==> config.mk <==
export PLATFORM = sky130hd
export DESIGN_NAME = and_gate_reg
export DESIGN_NICKNAME = d
export VERILOG_FILES = /design/src/rtl/and_gate_reg.sv
export SDC_FILE = /design/constraint.sdc
export NUM_CORES = 1
export LEC_CHECK = 0
export CAP_MARGIN = 20
export CELL_PAD_IN_SITES_DETAIL_PLACEMENT = 0
export CELL_PAD_IN_SITES_GLOBAL_PLACEMENT = 2
export CORE_MARGIN = 2
export CORE_UTILIZATION = 23
export CTS_CLUSTER_SIZE = 14
export DETAILED_ROUTE_END_ITERATION = 6
export MAX_ROUTING_LAYER = met4
export PLACE_DENSITY_LB_ADDON = 0.3
export SETUP_SLACK_MARGIN = 0.5
export SYNTH_ARGS = -nofsm -noshare
export SYNTH_HDL_FRONTEND = slang
export SYNTH_SLANG_ARGS = --single-unit
==> constraint.sdc <==
create_clock -name clk -period 1.25 [get_ports clk]
set_input_delay 0.25 -clock clk [delete_from_list [all_inputs] [get_ports clk]]
set_output_delay 0.25 -clock clk [all_outputs]
set_load 0.05 [all_outputs]
==> src/rtl/and_gate_reg.sv <==
// rtl/and_gate_reg.sv - bitwise 2-input AND leaf cell with register pipeline, valid tag, reduction flags and all-ones counter
module and_gate_reg #(
  parameter int WIDTH      = 1,
  parameter int PIPE_DEPTH = 1,
  parameter int CNT_WIDTH  = 8
) (
  input  logic                 clk,
  input  logic                 rst_n,
  input  logic [WIDTH-1:0]     a,
  input  logic [WIDTH-1:0]     b,
  input  logic                 in_valid,
  output logic [WIDTH-1:0]     y,
  output logic                 out_valid,
  output logic                 y_all,
  output logic                 y_any,
  output logic [CNT_WIDTH-1:0] ones_cnt,
  input  logic                 cnt_clr
);

  logic [WIDTH-1:0] and_res;

  assign and_res = a & b;

  generate
    if (PIPE_DEPTH == 0) begin : g_comb
      assign y         = and_res;
      assign out_valid = in_valid;
    end else begin : g_pipe
      // Data shifts every cycle regardless of in_valid; the valid bit alone qualifies it.
      logic [WIDTH-1:0]      data_q [PIPE_DEPTH];
      logic [PIPE_DEPTH-1:0] valid_q;

      always_ff @(posedge clk or negedge rst_n) begin
        if (!rst_n) begin
          for (int i = 0; i < PIPE_DEPTH; i++) begin
            data_q[i] <= '0;
          end
          valid_q <= '0;
        end else begin
          data_q[0]  <= and_res;
          valid_q[0] <= in_valid;
          for (int i = 1; i < PIPE_DEPTH; i++) begin
            data_q[i]  <= data_q[i-1];
            valid_q[i] <= valid_q[i-1];
          end
        end
      end

      assign y         = data_q[PIPE_DEPTH-1];
      assign out_valid = valid_q[PIPE_DEPTH-1];
    end
  endgenerate

  assign y_all = &y;
  assign y_any = |y;

  // Clear beats increment; the count sticks at all-ones instead of wrapping.
  always_ff @(posedge clk or negedge rst_n) begin
    if (!rst_n) begin
      ones_cnt <= '0;
    end else if (cnt_clr) begin
      ones_cnt <= '0;
    end else if (out_valid && y_all && (ones_cnt != {CNT_WIDTH{1'b1}})) begin
      ones_cnt <= ones_cnt + CNT_WIDTH'(1);
    end
  end

endmodule

==> reports/results.txt <==
Outcome: complete, but fails checks
Failing checks: setup timing
Slew margin rel.: 86.41%
Share of layout cells above drive strength 1: 73.63%
Final setup margin: -0.04667 ns
Routed Antenna Nets: 0
Power Total: 0.7845 mW
Final hold vios: 0
Slew Limit Fails: 0
Synthesized net count: 53
Avg Cell Area, Syn: 11.18 sq um
Yosys top cell by area: dfrtp_1
Setup TNS: -0.1546 ns
MaxCap Viol Count: 0
Max stage delay cell, worst path: dfrtp_2
Design Area, Final: 0.001180 sq mm
Grt peak-use layer: met2
Starting DRT DRC Count: 5
Initial Util: 23.70%
Critical path class: flip-flop to flip-flop
Post-synth EDFFs: 0
Yosys warns: 0
Setup-failing EPs final: 4
Cell family with most CP delay: flip-flops
Synth top area share: 48.66%
Total iterations of the first detailed-routing run: 3
Area of the core: 0.002170 sq mm
TritonCTS Buffers: 3
Final #Nets: 99
Crit start category: flip-flop
Routed WL per cell: 12.50 um
Worst Tran Pin Value: 0.2026 ns
Clock network fraction of total power: 37.6%
Synthesized area: 514.2 sq um
First-pass GRT wire length: 2566 um
Psw: 0.1958 mW
Dpl hpwl: 1047 um
Clk sinks: 10
Worst Hold Class: input port to async pin
CP Buf/Inv Count: 0
Crit path cell chain: and3_4, nand3_4, a31oi_4, mux2_4
M2 GR Usage: 21.65%
Die Y-Extent: 51.29 um
Fmax: 771.2 MHz
Final cell count without fillers: 119
Total number of vias: 526
Dpl cell area: 953.4 sq um
Synth area leaders: dfrtp_1 (49%), a211oi_1 (4.4%), buf_4 (2.9%)
FP Rows: 17
Syn Inst Count: 46
Seq cells post-synth: 10
PwrDens: 664.9 mW/mm^2
Clk root buf: clkbuf_4
Skew final: 0.005099 ns
Drt drc: 0
CTS tree: done
I/O pin count: 18
Dpl cells: 101
Max H-tree Level: 1
Met3 Use GR: 2.632%
Total global-route track usage: 13.61%
Fill cells: 203
Asr flop ratio synth: 100.0%
Die width: 51.29 um
Worst setup EP type: flip-flop
Worst-path clk slew: 0.07 ns
Pin count of the biggest net entering global routing: 11
Hold slack: 0.2691 ns
Cts-stage hold buffer count: 0
Port buffer count: 17
P_leak: 0.5043 nW
Vias in the first global route: 541
Sequential share of power: 43.5%
ANT cells: 0
Worst EP arrival: 1.45 ns
Clk_lat worst skew: 0.26 ns
Layout area overhead: 129.4%
Final Critical Period: 1.297 ns
Crit-path max FO: 3
Sw Share: 24.96%
GP Congestion: 0.7167
Tcrit/Tclk final: 103.7%
Unique masters post-synth: 27
Antenna violations before repair: 0
Routed WL: 1487 um
Max Root-Sink Buffers: 2
Max incr delay on CP: 0.40 ns
Fin util: 54.38%
Place WS: -0.06729 ns
Pint: 0.5887 mW
Routed vias/inst: 4.420
Comb pwr share: 19.0%
Die area: 0.002630 sq mm
Grt total ovfl: 0
Worst Path Required: 1.40 ns
Met1 GRT Util: 17.15%
RSZ-0062 raised after global routing: yes
Sequential fraction of the synthesis area: 48.66%
Most used DFF post-synth: dfrtp_1
Peak supply drop: 0.5788 mV
## cell type report
type	instances	area [sq um]	share of cell area (%)
timing repair buffer	44	530.5	44.96
sequential	10	264.0	22.38
clock buffer	4	36.28	3.075
inverter	1	3.754	0.3181
tap	28	35.03	2.969
multi-input combinational	32	310.3	26.30
## state kept, by name, indices dropped and copies added (netlist names)
signal / flops
y: 1
out_valid: 1
ones_cnt: 8
## per-layer routing
metal  wire length (um)  part of all wire, %
met1                638                   43
met4                 18                  1.2
met5                  0                    0
met3                 24                  1.6
met2                806                   54
## path summary, 6_finish.rpt
check	startpoint	end	slack [ns]	cells past startpoint
max	ones_cnt[1]	ones_cnt[3]	-0.05	4
min	rst_n	ones_cnt[2]	0.27	2
max reg2reg	ones_cnt[1]	ones_cnt[3]	-0.05	4
min reg2reg	ones_cnt[4]	ones_cnt[4]	0.69	3
max in group asynchronous	rst_n	y	0.82	2
min in group clk	in_valid	out_valid	0.42	1
## cells in the mapped netlist (2+ instances only)
library cell and count:
a211oi_1 3, a31oi_1 2, and2_1 2, buf_4 2
dfrtp_1 10, nand2_1 3, nor2_1 3, nor2b_1 2
## logic make-up (layout without fill, tap and decap cells)
family,Yosys count,count (layout),share of synthesized area (%)
and+or+nand+nor,17,17,19.95
AOI/OAI and AO/OA,11,11,17.52
DFF,10,10,48.66
buffers and inverters,4,49,5.595
muxes,2,2,4.136
adders and majority gates,1,1,2.433
xor gates and xnor gates,1,1,1.703
## what timing repair did
action,CTS,global route
hold endpoints to repair,0,0
gates resized for setup,14,5
setup buffers,9,5
pin swaps,6,8
setup endpoints to repair,20,20
## power groups by stage
stage          clock (mW)  sequential, mW  combinational [mW]
2_1_floorplan           0           0.367              0.0345
3_3_place_gp            0           0.347               0.128
3_5_place_dp            0           0.347               0.128
4_1_cts             0.307           0.340               0.141
5_1_grt             0.322           0.342               0.157
6_report            0.295           0.341               0.149
## layout by cell type (no fill, tap or decap), types with 2 or more instances in the layout
| cell | instances |
|---|---|
| a211oi_1 | 2 |
| a31oi_1 | 2 |
| and3_4 | 2 |
| and4_4 | 2 |
| buf_12 | 12 |
| buf_4 | 17 |
| buf_6 | 10 |
| clkbuf_4 | 3 |
| clkdlybuf4s50_1 | 5 |
| dfrtp_2 | 8 |
| nand2_1 | 2 |
| nor2_1 | 3 |
| nor2b_1 | 2 |
Power figures use the tool's default switching activity.
==> variant 1: new RTL, same flow settings <==
Make the reset (`rst_n`) synchronous in 2 clocked blocks.
--- a/src/rtl/and_gate_reg.sv
+++ b/src/rtl/and_gate_reg.sv
@@ -30,7 +30,7 @@
       logic [WIDTH-1:0]      data_q [PIPE_DEPTH];
       logic [PIPE_DEPTH-1:0] valid_q;
 
-      always_ff @(posedge clk or negedge rst_n) begin
+      always_ff @(posedge clk) begin
         if (!rst_n) begin
           for (int i = 0; i < PIPE_DEPTH; i++) begin
             data_q[i] <= '0;
@@ -55,7 +55,7 @@
   assign y_any = |y;
 
   // Clear beats increment; the count sticks at all-ones instead of wrapping.
-  always_ff @(posedge clk or negedge rst_n) begin
+  always_ff @(posedge clk) begin
     if (!rst_n) begin
       ones_cnt <= '0;
     end else if (cnt_clr) begin
Behaviour: differs if rst_n is asserted again (counterexample within 4 cycles, from zero or initial values and one cycle with rst_n low); with rst_n held inactive, the same outputs for 10 cycles.
==> variant 1 against the original RTL <==
Setup slack gained 0.13 ns. Routed wire length shrank 13%. Synthesized area down 4.9%. Final area down 16%. Critical path depth fell by 2. Sequential cell count stayed put. First-iteration DRC count is 40% higher. Via count decreased by 5.3%. Core utilization decreased by 4.3 points. Sequential share of layout area up 1.3 points. Synthesized cell count increased by 15%. Sequential power is 9.1% lower. Power down 20%. Highest routed layer unchanged.
==> variant 1: results (changes against the original RTL) <==
| Metric | Value |
|---|---|
| Post-synthesis mux area share | `4.092% (was 4.136%)` |
| Largest net degree at the start of global routing | `8 (was 11)` |
| Number of fill cells | `185 (was 203)` |
| Synthesized net count | `60 (was 53)` |
| Crit path DAT | `0.91 ns (was 1.45 ns)` |
| Layout Nets | `89 (was 99)` |
| Int Pwr | `473.2 uW (was 588.7 uW)` |
| Slew headroom | `79.68% (was 86.41%)` |
| Sequential cell area fraction in the yosys report | `40.92% (was 48.66%)` |
| Vias per Instance | `4.611 (was 4.420)` |
| Max clock buf depth | `2 (unchanged)` |
| Routed wire length | `1287 um (was 1487 um)` |
| Top cells by area, synth | `dfxtp_1 41%, a211oi_2 5.1%, a21oi_1 5.1% (was dfrtp_1 49%, a211oi_1 4.4%, buf_4 2.9%)` |
| Peak VDD IR | `0.4563 mV (was 0.5788 mV)` |
| DRT iter0 DRCs | `7 (was 5)` |
| Syn Inst Count | `53 (was 46)` |
| Clock transition at path regs | `0.07 ns (about the same)` |
| Vias in the first global route | `522 (was 541)` |
| Placed cell area | `874.6 um^2 (was 953.4 um^2)` |
| Gpl congestion | `0.7097 (was 0.7167)` |
| Fraction of final layout cells sized beyond drive strength 1 | `58.02% (was 73.63%)` |
| DP Wirelength | `942.1 um (was 1047 um)` |
| Port buffer count | `17 (unchanged)` |
| Ys async rst share | `0% (was 100.0%)` |
| Compound-gate portion of the synthesized area | `18.67% (was 17.52%)` |
| Max reg flops | `8 (unchanged)` |
| Netlist cell types | `25 (was 27)` |
| Adder-cell area share of the yosys netlist | `2.558% (was 2.433%)` |
| Post-Synth XOR/XNOR Area | `0% (was 1.703%)` |
| Setup TNS | `0 ns (was -0.1546 ns)` |
| Tot GR Track Use | `12.60% (was 13.61%)` |
| DR pass1 iterations | `4 (was 3)` |
| Class of the worst hold path | `primary input to register (was primary input to asynchronous set/reset pin)` |
| Setup Skew | `0.002856 ns (was 0.005099 ns)` |
| Post-Place Cells | `98 (was 101)` |
| Global-route wire length before repair | `2235 um (was 2566 um)` |
| Post-Layout Cell Count | `108 (was 119)` |
| Synth top cells by count | `10 x dfxtp_1, 5 x a21oi_1, 5 x nand2_1 (was 10 x dfrtp_1, 3 x a211oi_1, 3 x nand2_1, 3 x nor2_1)` |
| Status | `complete, no violations (was finished, violations left)` |
| Htree depth | `1 (unchanged)` |
| Leakage power total | `0.0003575 uW (was 0.0005043 uW)` |
| Clock root buffer | `clkbuf_4 (unchanged)` |
[variant 1: layout make-up]
| cell class | instances | share of cell area, % |
|---|---|---|
| Timing Repair Buffer | 27 | 37.83 |
| Multi-Input combinational cell | 39 | 32.03 |
| Sequential cell | 10 | 23.71 |
| Tap cell | 27 | 3.405 |
| Clock buffer | 4 | 2.648 |
| Inverter | 1 | 0.3783 |
[variant 1: final timing paths]
| kind | start | slack [ns] | depth (start not counted) | end |
|---|---|---|---|---|
| worst min-delay path | rst_n | 0.46 | 3 | out_valid$_SDFF_PN0_ |
| worst max register to register | ones_cnt[0]$_SDFFE_PP0P_ | 0.11 | 4 | ones_cnt[3]$_SDFFE_PP0P_ |
| worst min register to register | ones_cnt[3]$_SDFFE_PP0P_ | 0.50 | 1 | ones_cnt[3]$_SDFFE_PP0P_ |
| worst max-delay path | ones_cnt[1]$_SDFFE_PP0P_ | 0.09 | 2 | ones_cnt[1] |
[variant 1: timing repair]
item / in CTS / in global routing
resized for setup: 8 / 6
pin swaps: 2 / 2
setup buffers: 5 / 1
endpoints found under the setup margin: 22 / 20
endpoints found under the hold margin: 0 / 0
[variant 1: kinds of logic (layout without fill, tap and decap cells)]
group	count (synthesis)	after routing
AOI/OAI and AO/OA	13	13
adders and majority gates	1	1
buffers and inverters	4	32
DFF	10	10
muxes	2	2
and+or+nand+nor	23	23
[variant 1: routing by layer]
metal / vias up / routed length, um / global-route usage, %
li1: 254 / - / -
met1: 227 / 553 / 13.92
met2: 15 / 655 / 19.52
met3: 2 / 64 / 3.636
met4: 0 / 13 / 8.333
met5: - / 0 / -
[variant 1: metrics by stage]
step	util, %	setup slack (ns)	power, uW
3_3_place_gp	44.13	-0.08694	401.4
6_report	50.06	0.08517	628.9
3_5_place_dp	44.13	-0.1186	402.0
5_1_grt	50.06	0.03922	669.2
2_1_floorplan	-	0.01715	359.2
4_1_cts	48.61	0.06466	647.7
[variant 1: power by group through the flow]
stage	registers, uW	logic (uW)	clock network [uW]
2_1_floorplan	333	26.0	0
3_3_place_gp	322	79.6	0
3_5_place_dp	322	79.9	0
4_1_cts	315	83.6	250
5_1_grt	311	87.0	272
6_report	310	82.9	236
[variant 1: critical path: stages (launching register included)]
cell	delay (ns)
dfxtp_4	0.36
buf_4	0.15
buf_12	0.14
==> variant 2: new RTL, same settings <==
Made on the original files. The parameter `CNT_WIDTH` goes from 8 to 6.
--- a/src/rtl/and_gate_reg.sv
+++ b/src/rtl/and_gate_reg.sv
@@ -2,7 +2,7 @@
 module and_gate_reg #(
   parameter int WIDTH      = 1,
   parameter int PIPE_DEPTH = 1,
-  parameter int CNT_WIDTH  = 8
+  parameter int CNT_WIDTH  = 6
 ) (
   input  logic                 clk,
   input  logic                 rst_n,
Ports: changed (resized ones_cnt); port bits go from 18 to 16. No check against the original RTL was run, so the function may have changed too.
==> variant 2 against the original RTL <==
The run still ends with negative setup slack left. Critical path depth decreased by 1. Combinational power decreased by 5%. Final area decreased by 20%. Power decreased by 21%. Sequential cell count decreased by 2. Critical path type unchanged. Setup slack got worse by 0.019 ns. Synthesized area decreased by 18%. Routed wire length decreased by 25%.
==> variant 2: results (changes against the original RTL) <==
| Metric | Value |
|---|---|
| Status | `finished, violations left (unchanged)` |
| Failing checks | `negative setup slack (unchanged)` |
| Largest net degree at the start of global routing | `9 (was 11)` |
| Global-route wire length before repair | `1897 um (was 2566 um)` |
| Placed cell area | `824.5 um^2 (was 953.4 um^2)` |
| Vias per Instance | `4.444 (was 4.420)` |
| Post-Place Cells | `92 (was 101)` |
| Antenna violations before repair | `0 (unchanged)` |
| Worst-path maximum fanout | `4 (was 3)` |
| Crit path DAT | `1.50 ns (was 1.45 ns)` |
| Layout Nets | `83 (was 99)` |
| Netlist cell types | `22 (was 27)` |
| Ys async rst share | `100.0% (unchanged)` |
| Tot GR Track Use | `13.48% (was 13.61%)` |
| Class of the worst hold path | `primary input to asynchronous set/reset pin (unchanged)` |
| Max reg flops | `6 (was 8)` |
| Post-route setup slack | `-0.06565 ns (was -0.04667 ns)` |
| Post-Layout Cell Count | `99 (was 119)` |
| Htree depth | `1 (unchanged)` |
| Ys flop type | `dfrtp_1 (unchanged)` |
| Clock Latency Late Sink | `between 0.2 and 0.3 ns` |
| Gpl congestion | `0.7237 (was 0.7167)` |
| Synth warn | `0 (unchanged)` |
| DR pass1 iterations | `1 (was 3)` |
| TritonCTS Buffers | `3 (unchanged)` |
| Number of fill cells | `166 (was 203)` |
| Synth top cells by count | `8 x dfrtp_1, 3 x a21oi_1, 3 x nand2_1, 3 x nor3_1 (was 10 x dfrtp_1, 3 x a211oi_1, 3 x nand2_1, 3 x nor2_1)` |
| Port buffer count | `15 (was 17)` |
| Setup Skew | `0.003241 ns (was 0.005099 ns)` |
| Setup-failing EPs final | `2 (was 4)` |
| Sequential cell area fraction in the yosys report | `47.20% (was 48.66%)` |
| Top cells by area, synth | `dfrtp_1 47%, mux2_2 5.3%, a21oi_1 3.5% (was dfrtp_1 49%, a211oi_1 4.4%, buf_4 2.9%)` |
| Clock transition at path regs | `0.06 ns` |
| Clock root buffer | `clkbuf_4 (unchanged)` |
| Fraction of final layout cells sized beyond drive strength 1 | `71.62% (was 73.63%)` |
| Routed wire length | `1108 um (was 1487 um)` |
| DP Wirelength | `839.1 um (was 1047 um)` |
| Diode count | `0 (unchanged)` |
| Max clock buf depth | `2 (unchanged)` |
| Peak VDD IR | `0.4568 mV (was 0.5788 mV)` |
| Pin slew with the least headroom to its limit | `0.3896 ns (was 0.2026 ns)` |
| DRT iter0 DRCs | `0 (was 5)` |
| Vias in the first global route | `440 (was 541)` |
| Nature of the critical path startpoint | `register (unchanged)` |
| Leakage power total | `0.0003944 uW (was 0.0005043 uW)` |
| Syn Inst Count | `41 (was 46)` |
| Largest Register | `ones_cnt (unchanged)` |
| Synthesized net count | `48 (was 53)` |
| Worst r2r src | `ones_cnt[3]$_DFFE_PN0P_ (was ones_cnt[1]$_DFFE_PN0P_)` |
-- variant 2: logic make-up after synthesis --
logic type      Yosys count  synth area share (%)
compound gates            8                 12.68
fa+ha+maj                 1                 2.949
buf+inv                   4                 7.078
flops                     8                 47.20
mux                       3                 7.669
simple gates             17                 22.42
-- variant 2: timing repair --
item,in CTS,in global routing
setup buffers,3,1
pin swaps,5,0
gates resized for setup,14,4
setup endpoints to repair,16,16
-- variant 2: final timing paths --
path                                      endpoint  slack, ns  depth (start not counted)
hold reg to reg            ones_cnt[2]$_DFFE_PN0P_       0.65                          2
setup reg to reg           ones_cnt[4]$_DFFE_PN0P_      -0.07                          3
hold / removal             ones_cnt[1]$_DFFE_PN0P_       0.28                          1
min in group clk               out_valid$_DFF_PN0_       0.43                          1
max in group asynchronous      out_valid$_DFF_PN0_       0.66                          1
setup / recovery           ones_cnt[4]$_DFFE_PN0P_      -0.07                          3
-- variant 2: power breakdown --
group          switching (uW)  internal, uW  total [uW]
Clock                    91.6           110         202
Combinational            66.1          75.5         142
Sequential               7.32           266         273
-- variant 2: cell type report --
class | count | area (um^2) | share of cell area (%)
clock buffers | 3 | 22.52 | 2.372
multi-input cells | 29 | 262.8 | 27.67
inverters | 1 | 3.754 | 0.3953
flip-flops and latches | 8 | 210.2 | 22.13
well taps | 25 | 31.28 | 3.294
repair buffers | 33 | 419.2 | 44.14
-- variant 2: metal layers --
layer  part of all wire (%)  global-route usage [%]  vias up
met1                     43                   16.20      210
met2                     51                   20.00       13
li1                       -                       -      213
met3                    4.3                   3.462        4
met5                      0                       -        -
met4                    1.7                   8.333        0
-- variant 2: through the flow --
| step | util, % | setup TNS, ns | hold WS, ns | power [uW] | setup WS, ns |
|---|---|---|---|---|---|
| after floorplan | - | -0.5647 | -0.04559 | 335.6 | -0.2036 |
| after global placement | 47.75 | -0.1601 | 0.5600 | 410.5 | -0.06080 |
| after detailed placement | 47.75 | -0.1857 | 0.5669 | 411.4 | -0.08705 |
| after CTS | 53.55 | -0.1227 | 0.2893 | 627.6 | -0.06276 |
| after global routing | 55.00 | -0.3260 | 0.3034 | 658.7 | -0.09020 |
| final | 55.00 | -0.1164 | 0.2840 | 616.4 | -0.06565 |
-- variant 2: critical path: stages, from the launching register on --
cell	delay (ns)
dfrtp_2	0.40
and3_4	0.20
or4_4	0.51
a21oi_2	0.12
